[config.mk]
export PLATFORM = sky130hd
export DESIGN_NAME = multi_dac_generator_flat
export DESIGN_NICKNAME = d
export VERILOG_FILES = /design/src/rtl/multi_dac_generator_pkg.sv /design/src/rtl/multi_dac_generator_if.sv /design/src/rtl/multi_dac_generator_spi_dac_tx.sv /design/src/rtl/multi_dac_generator.sv /design/src/flat_wrapper.sv
export SDC_FILE = /design/constraint.sdc
export NUM_CORES = 1
export LEC_CHECK = 0
export ABC_AREA = 0
export CAP_MARGIN = 5
export CORE_MARGIN = 10
export CORE_UTILIZATION = 35
export DETAILED_ROUTE_END_ITERATION = 6
export DONT_BUFFER_PORTS = 1
export HOLD_SLACK_MARGIN = 0.02
export PLACE_DENSITY_LB_ADDON = 0.1
export SYNTH_ARGS = -nofsm -noshare
export SYNTH_HDL_FRONTEND = slang
export SYNTH_SLANG_ARGS = --single-unit
[constraint.sdc]
create_clock -name clk -period 5.06 [get_ports clk]
set_input_delay 0.759 -clock clk [delete_from_list [all_inputs] [get_ports clk]]
set_output_delay 0.759 -clock clk [all_outputs]
set_load 0.1 [all_outputs]
[src/rtl/multi_dac_generator_pkg.sv]
// multi_dac_generator_pkg: shared DAC frame constants, mode codes and sequencer states
package multi_dac_generator_pkg;
  localparam logic [3:0] DAC_CMD_WRITE_UPDATE = 4'b0011;
  localparam int FRAME_BITS = 32;
  typedef enum logic [1:0] {MODE_SAW, MODE_TRI, MODE_SQR, MODE_DC} mode_e;
  typedef enum logic [2:0] {IDLE, LOAD, CS_LOW, SHIFT, CS_HIGH} state_e;
  function automatic logic [FRAME_BITS-1:0] dac_frame(input logic [3:0] addr, input logic [11:0] data);
    return {8'h00, DAC_CMD_WRITE_UPDATE, addr, data, 4'h0};
  endfunction
endpackage

[src/rtl/multi_dac_generator_if.sv]
// multi_dac_generator_if: SPI DAC pin bundle
interface multi_dac_generator_if;
  logic spi_mosi;
  logic spi_sck;
  logic dac_cs;
  logic dac_clr;
  modport master(output spi_mosi, spi_sck, dac_cs, dac_clr);
  modport slave(input spi_mosi, spi_sck, dac_cs, dac_clr);
endinterface

[src/rtl/multi_dac_generator_spi_dac_tx.sv]
// spi_dac_tx: shifts one 32-bit DAC frame MSB first, sck idle low, done on the last falling edge
module spi_dac_tx
  import multi_dac_generator_pkg::*;
#(
  parameter int SIZE     = 12,
  parameter int SCK_HALF = 2
) (
  input  logic            clk,
  input  logic            rst,
  input  logic            start,
  input  logic [3:0]      addr,
  input  logic [SIZE-1:0] data,
  output logic            spi_mosi,
  output logic            spi_sck,
  output logic            dac_cs,
  output logic            done
);
  localparam int HW = SCK_HALF > 1 ? $clog2(SCK_HALF) : 1;
  logic [FRAME_BITS-1:0] sr;
  logic [HW-1:0] hcnt;
  logic [4:0] bcnt;
  logic half;
  assign half = !dac_cs && hcnt == HW'(SCK_HALF - 1);
  assign done = half && spi_sck && bcnt == 5'd31;
  // sr drains to zero after 32 shifts, so mosi idles low without extra logic
  assign spi_mosi = sr[FRAME_BITS-1];
  always_ff @(posedge clk or posedge rst)
    if (rst) begin
      sr      <= '0;
      hcnt    <= '0;
      bcnt    <= '0;
      spi_sck <= 1'b0;
      dac_cs  <= 1'b1;
    end else if (dac_cs) begin
      if (start) begin
        sr     <= dac_frame(addr, 12'(data) << (12 - SIZE));
        dac_cs <= 1'b0;
        hcnt   <= '0;
        bcnt   <= '0;
      end
    end else if (half) begin
      hcnt    <= '0;
      spi_sck <= !spi_sck;
      if (spi_sck) begin
        sr     <= sr << 1;
        bcnt   <= bcnt + 5'd1;
        dac_cs <= bcnt == 5'd31;
      end
    end else
      hcnt <= hcnt + 1'b1;
endmodule

[src/rtl/multi_dac_generator.sv]
// multi_dac_generator: multi-channel DDS waveform generator streaming samples to a 4-channel SPI DAC
module multi_dac_generator
  import multi_dac_generator_pkg::*;
#(
  parameter int DIV      = 50000,
  parameter int SIZE     = 12,
  parameter int PHASE_W  = 16,
  parameter int CHANNELS = 2,
  parameter int SCK_HALF = 2,
  parameter int CS_GAP   = 2,
  parameter int CLR_CYC  = 16
) (
  input  logic                          clk,
  input  logic                          rst,
  input  logic                          en,
  input  logic [CHANNELS*PHASE_W-1:0]   ch_ftw,
  input  logic [CHANNELS*2-1:0]         ch_mode,
  input  logic                          overrun_clr,
  multi_dac_generator_if.master         dac,
  output logic                          busy,
  output logic                          overrun
);
  localparam int CW  = $clog2(DIV);
  localparam int CLW = $clog2(CLR_CYC + 1);
  localparam int GW  = $clog2(CS_GAP + 1);
  localparam int AW  = CHANNELS > 1 ? $clog2(CHANNELS) : 1;
  state_e state;
  logic [CW-1:0] cnt;
  logic [CLW-1:0] clr_cnt;
  logic [GW-1:0] gcnt;
  logic [AW-1:0] ch;
  logic tick, accept, done;
  logic [PHASE_W-1:0] acc [CHANNELS];
  logic [SIZE-1:0] p [CHANNELS];
  logic [SIZE-1:0] smp [CHANNELS];
  logic [SIZE-1:0] buf_q [CHANNELS];
  mode_e md [CHANNELS];
  assign tick   = en && cnt == CW'(DIV - 1);
  assign accept = tick && dac.dac_clr && state == IDLE;
  always_comb
    for (int i = 0; i < CHANNELS; i++) begin
      md[i]  = mode_e'(ch_mode[i*2 +: 2]);
      p[i]   = acc[i][PHASE_W-1 -: SIZE];
      smp[i] = md[i] == MODE_DC  ? ch_ftw[i*PHASE_W +: SIZE] :
               md[i] == MODE_SQR ? {SIZE{p[i][SIZE-1]}} :
               md[i] == MODE_TRI ? {p[i][SIZE-2:0], 1'b0} ^ {SIZE{p[i][SIZE-1]}} : p[i];
    end
  // samples are taken from the pre-increment phase; DC channels keep their phase frozen
  always_ff @(posedge clk or posedge rst)
    if (rst)
      for (int i = 0; i < CHANNELS; i++) begin
        acc[i]   <= '0;
        buf_q[i] <= '0;
      end
    else if (accept)
      for (int i = 0; i < CHANNELS; i++) begin
        buf_q[i] <= smp[i];
        if (md[i] != MODE_DC) acc[i] <= acc[i] + ch_ftw[i*PHASE_W +: PHASE_W];
      end
  always_ff @(posedge clk or posedge rst)
    if (rst) begin
      state       <= IDLE;
      cnt         <= '0;
      clr_cnt     <= '0;
      gcnt        <= '0;
      ch          <= '0;
      busy        <= 1'b0;
      overrun     <= 1'b0;
      dac.dac_clr <= 1'b0;
    end else begin
      if (en) cnt <= tick ? '0 : cnt + 1'b1;
      if (!dac.dac_clr) begin
        clr_cnt     <= clr_cnt + 1'b1;
        dac.dac_clr <= clr_cnt == CLW'(CLR_CYC - 1);
      end
      overrun <= (tick && state != IDLE) || (overrun && !overrun_clr);
      case (state)
        IDLE: if (accept) begin
          state <= LOAD;
          busy  <= 1'b1;
        end
        LOAD: begin
          ch    <= '0;
          state <= CS_LOW;
        end
        CS_LOW: state <= SHIFT;
        SHIFT: if (done) begin
          gcnt  <= '0;
          state <= int'(ch) == CHANNELS - 1 ? IDLE : CS_HIGH;
          busy  <= int'(ch) != CHANNELS - 1;
        end
        // cs rose with the leaving SHIFT edge and CS_LOW costs one more clk before it falls
        CS_HIGH: if (int'(gcnt) >= CS_GAP - 2) begin
          ch    <= ch + 1'b1;
          state <= CS_LOW;
        end else
          gcnt <= gcnt + 1'b1;
        default: state <= IDLE;
      endcase
    end
  spi_dac_tx #(.SIZE(SIZE), .SCK_HALF(SCK_HALF)) u_tx (
    .clk(clk),
    .rst(rst),
    .start(state == CS_LOW),
    .addr(4'(ch)),
    .data(buf_q[ch]),
    .spi_mosi(dac.spi_mosi),
    .spi_sck(dac.spi_sck),
    .dac_cs(dac.dac_cs),
    .done(done)
  );
endmodule

[src/flat_wrapper.sv]
// flat-port wrapper written by rule: the top's interface ports become plain ports
module multi_dac_generator_flat import multi_dac_generator_pkg::*;
#(
  parameter int DIV      = 50000,
  parameter int SIZE     = 12,
  parameter int PHASE_W  = 16,
  parameter int CHANNELS = 2,
  parameter int SCK_HALF = 2,
  parameter int CS_GAP   = 2,
  parameter int CLR_CYC  = 16
)
  (clk, rst, en, ch_ftw, ch_mode, overrun_clr, busy, overrun, dac_spi_mosi, dac_spi_sck, dac_dac_cs, dac_dac_clr);
  multi_dac_generator_if dac_i ();
  input  logic clk;
  input  logic rst;
  input  logic en;
  input  logic [CHANNELS*PHASE_W-1:0] ch_ftw;
  input  logic [CHANNELS*2-1:0] ch_mode;
  input  logic overrun_clr;
  output logic busy;
  output logic overrun;
  output wire logic [$bits(dac_i.spi_mosi)-1:0] dac_spi_mosi;
  output wire logic [$bits(dac_i.spi_sck)-1:0] dac_spi_sck;
  output wire logic [$bits(dac_i.dac_cs)-1:0] dac_dac_cs;
  output wire logic [$bits(dac_i.dac_clr)-1:0] dac_dac_clr;
  assign dac_spi_mosi = dac_i.spi_mosi;
  assign dac_spi_sck = dac_i.spi_sck;
  assign dac_dac_cs = dac_i.dac_cs;
  assign dac_dac_clr = dac_i.dac_clr;
  multi_dac_generator #(.DIV(DIV), .SIZE(SIZE), .PHASE_W(PHASE_W), .CHANNELS(CHANNELS), .SCK_HALF(SCK_HALF), .CS_GAP(CS_GAP), .CLR_CYC(CLR_CYC)) u_core (.clk(clk), .rst(rst), .en(en), .ch_ftw(ch_ftw), .ch_mode(ch_mode), .overrun_clr(overrun_clr), .dac(dac_i), .busy(busy), .overrun(overrun));
endmodule
* Yosys cells after proc, flatten, opt, wreduce, memory -nomap -nowiden
Cells that the tools add are included.
Word-level totals: bits of input ports 40, register bits after elaboration 124
Operators by class: add/sub/neg operators 7, reduce and logical (&&, ||, !) cells 25, bitwise gates (word level) 5, $lt $le $gt $ge 1, equal/unequal tests 18, mux-type cells 34
Operators by type and width (count):
- $mux 32 | 4
- $mux 12 | 9
- $add 16x16->16 | 2
- $xor 12x12->12 | 2
- $mux 5 | 4
- $add 16x1->16 const B | 1
- $eq 16x16->1 const B | 1
- $mux 16 | 1
- $pmux 3 s4 | 1
- $add 5x1->5 const B | 2
- $mux 1 | 10
- $mux 3 | 3
- $eq 2x2->1 const B | 4
- $logic_and 1x1->1 | 8
- $reduce_and 2->1 | 4
- $reduce_bool 2->1 | 4
- $eq 3x2->1 const B | 2
- $ne 2x2->1 const B | 3
- $reduce_and 3->1 | 2
- $eq 5x4->1 const B | 1
- $eq 5x5->1 const B | 1
- $eq 2x1->1 const B | 2
- $ne 2x1->1 const B | 2
- $pmux 1 s2 | 2
- other kinds (11) | 15

* Longest topological paths before layout
depth in word-level cells 6, depth in mapped cells 9, gate-level depth less buffers 9

* Hierarchy
A second synthesis with hierarchy kept.
Unflattened totals: cells, all modules 815, area total of the unflattened synthesis 7265.7 um^2
By module, submodules not included:
- multi_dac_generator | times used 1, seq. area each 2102.0 um^2, cells each 657, area an instance 5611.6 um^2
- spi_dac_tx | times used 1, seq. area each 902.1 um^2, cells each 158, area an instance 1654.1 um^2

* Least setup slack after synthesis
Ideal clock, no wire load.
kind input -> register, from input port ch_ftw[16], to register u_core.acc[14] in the netlist's numbering, data required time 4.925 ns, setup slack 2.289 ns, setup time 0.135 ns, cell stages on the path 9, path buffers 0, arrival 2.636 ns, cell sequence ha_1 > fa_1 > a21oi_1 > o21ai_0 > a31oi_1 > nor3_1 > a2111oi_0 > xor2_1 > o21ai_0
Between the ends: cells in the longest elaborated chain, start to end 1
Ends and longest elaborated chain:
- from (decl) | line flat_wrapper.sv:17 | input logic [CHANNELS*PHASE_W-1:0] ch_ftw;
- $add 16x16->16 | line multi_dac_generator.sv:58 | if (md[i] != MODE_DC) acc[i] <= acc[i] + ch_ftw[i*PHASE_W +: PHASE_W];
- to (signal, indexed assignment) | line multi_dac_generator.sv:58
- to (decl) | line multi_dac_generator.sv:33 | logic [PHASE_W-1:0] acc [CHANNELS];
No other way between the ends. A chain may end at the register's enable or synchronous reset.

* Worst setup path in the final report
from register u_core.cnt[4], to register u_core.acc[0] in the netlist's numbering
Between the ends: cells in the longest elaborated chain, start to end 5
Ends and longest elaborated chain:
- from (decl) | line multi_dac_generator.sv:28 | logic [CW-1:0] cnt;
- from (signal assigned) | line multi_dac_generator.sv:71 | if (en) cnt <= tick ? '0 : cnt + 1'b1;
- $eq 16x16->1 | line multi_dac_generator.sv:38 | assign tick = en && cnt == CW'(DIV - 1);
- $logic_and 1x1->1 | line multi_dac_generator.sv:38
- $logic_and 1x1->1 (2 in series) | line multi_dac_generator.sv:39 | assign accept = tick && dac.dac_clr && state == IDLE;
- $reduce_and 2->1 (no line)
No other way between the ends.

==> results.toml <==
[run_status]
run_status = "complete, no violations"

[place]
globalplace.congestion = 0.873
numPortBuffers = 0
hpwl_um = 11700
placed_cell_area_sq_um = 7250

[logic_synthesis]
yosysWarningCount = 0
synth_top_cell_by_area = "dfrtp_1"
synth_cells = 829
synth_ff_type = "dfrtp_1"
synth_edf_count = 0
syn_area_sq_um = 7040
synthArstFlopShare_pct = 100
synth_cell_types = 48
synth_top_area_share_pct = 42.3
synth.area.top_cells = "dfrtp_1 42%, o21ai_0 14%, nand2_1 8.6%"
seq_area_frac_synth_pct = 42.7
ys_ff_latch = 120
synth_nets = 906
synth.avg_cell_area_sq_um = 8.49

[clock_network]
cts.sinks = 120
post_cts_buffers = 0
insertion_delay_ns = 0.42
cts-root-buf = "clkbuf_16"
cts_tree = "yes"
cts_hold_buf = 0
cts_buffers = 17
cts.repair.resized = 0
htreeDepth = 4
path_clk_slew_ns = 0.06
clock_path_buffers = 2

[floorplanning]
die_h_um = 162
row_count = 51
initial_core_util_pct = 35.8
die_x_um = 162
core-area_sq_um = 19700
ios = 46
dieArea_sq_um = 26200

[finish]
diodes = 0
multi_input_comb_area_sq_um = 3810
fin_util_pct = 39.9
final_cell_mix = "194 x o21ai_0, 162 x nand2_1, 119 x dfrtp_1"
fillers = 1999
layout_commonest_cell = "o21ai_0"
postLayoutCellArea_sq_um = 7830
drive_above_1_share_pct = 6.46
area_growth_pct = 11.2
register_area_sq_um = 3000
nets = 885

[timing]
rsz0062_at_grt = "false"
timing.final.crit_share_pct = 59.9
hold_viol_final = 0
hold-worst-slack_ns = 0.421
worst_slew_pin_slew_ns = 1.12
fmax_ghz = 0.330
period_minus_slack_ns = 3.03
final-max-slew-violation-count = 0
max_slew_margin_pct = 25.3
finalSetupViolations = 0
setup-tns-final_ns = 0
clock_skew_ns = 0.00665

[detailed_routing]
drc = 0
num_vias = 5585
wl_per_cell_um = 15.2
via_per_inst = 5.14
antenna_left = 0
drt_pass1_iterations = 5
drt_iter0_drc = 371
wirelength_um = 16500

[global_route]
grt_pass1_vias = 5473
grt_max_degree = 78
gr-total-overflow = 0
grt_pass1_wl_um = 28100
antenna_found_initial = 0
grt_use_total_pct = 13.0

[worst_setup_path]
path_class = "reg2reg"
crit_required_ns = 5.36
crit_path_start_kind = "register"
cp_max_fo = 26
arrival_ns = 3.33
end_kind = "register"

[power_and_ir_drop]
ir_drop_mv = 0.222
p_total_mw = 2.33
powerDensity_nw_per_um2 = 297
p_leak_nw = 3.32

[job]
drv_cap = 0

[min_path]
hold_path_class = "in2async"
power by group:
part | internal, mW | switching [mW]
Combinational | 0.0549 | 0.0807
Clock | 0.701 | 0.489
Sequential | 0.980 | 0.0240
Total | 1.74 | 0.594
layer usage:
metal  GRT usage (%)  vias to the layer above  part of all wire [%]
met4            4.05                        0                   1.2
met2            19.8                       79                    45
met5               0                        -                     0
li1                -                     2862                     -
met1            16.9                     2626                    48
met3            4.65                       18                   5.6
registers in the layout (all words and copies together), names as in the netlist:
name	cells
u_core.acc	32
u_core.u_tx.sr	28
u_core.buf_q	24
u_core.cnt	16
u_core.clr_cnt	5
u_core.u_tx.bcnt	5
u_core.state	3
u_core.busy	1
u_core.ch	1
u_core.dac.dac_clr	1
u_core.overrun	1
u_core.u_tx.dac_cs	1
u_core.u_tx.hcnt	1
u_core.u_tx.spi_sck	1
synth_stat cells, types with 2 or more instances:
cell	n
a22o_1	2
a21o_1	11
nor2_1	35
and4_1	2
o21bai_1	3
o22ai_1	4
nor2b_1	3
o21ai_0	194
xor2_1	23
inv_1	16
nor3_1	10
nand4_1	10
nand2_1	162
a22oi_1	3
clkbuf_1	41
a31oi_1	4
a211oi_1	9
nand2b_1	4
or3_1	3
and3_1	5
and2_1	4
o21a_1	23
o31ai_1	3
ha_1	35
buf_2	4
dfrtp_1	119
nand3_1	12
a21oi_1	26
mux2i_1	14
fa_1	2
mux2_2	4
xnor2_1	21
nor4_1	3
logic make-up after synthesis:
group / after synthesis / share of synthesized area, %
buf+inv: 62 / 3.38
xor+xnor: 44 / 5.47
mux: 18 / 2.63
flops: 120 / 42.7
fa+ha+maj: 37 / 6.79
compound gates: 287 / 22.8
simple gates: 261 / 16.3
layout make-up:
class	instances	share of cell area, %
repair buffers	6	0.575
inverters	16	0.799
multi-input cells	647	48.7
clock inverters	14	1.79
well taps	265	4.23
clock buffers	18	5.61
flip-flops and latches	120	38.3
critical path, cell delays in order, from the launching register on:
cell and delay (ns):
dfrtp_1 0.42, or4b_2 0.74, nor4_4 0.22, nand4_1 0.89
mux2_2 0.61
path summary, 6_finish.rpt:
path / end / slack [ns] / start / depth (start not counted)
min: u_core.busy / 0.42 / rst / 1
max in group asynchronous: u_core.acc[11] / 3.46 / rst / 2
max: u_core.acc[0] / 2.03 / u_core.cnt[4] / 4
min in group clk: u_core.overrun / 0.43 / overrun_clr / 1
min reg2reg: u_core.clr_cnt[3] / 0.47 / u_core.clr_cnt[3] / 1
max reg2reg: u_core.acc[0] / 2.03 / u_core.cnt[4] / 4
through the flow:
stage / std cells / setup WS, ns
after floorplan: 829 / 1.12
after global placement: 1054 / 1.77
after detailed placement: 1054 / 1.74
after CTS: 1086 / 1.93
after global routing: 1086 / 1.69
final: 1086 / 2.03
Note: power is estimated with default switching activity, not from simulation.
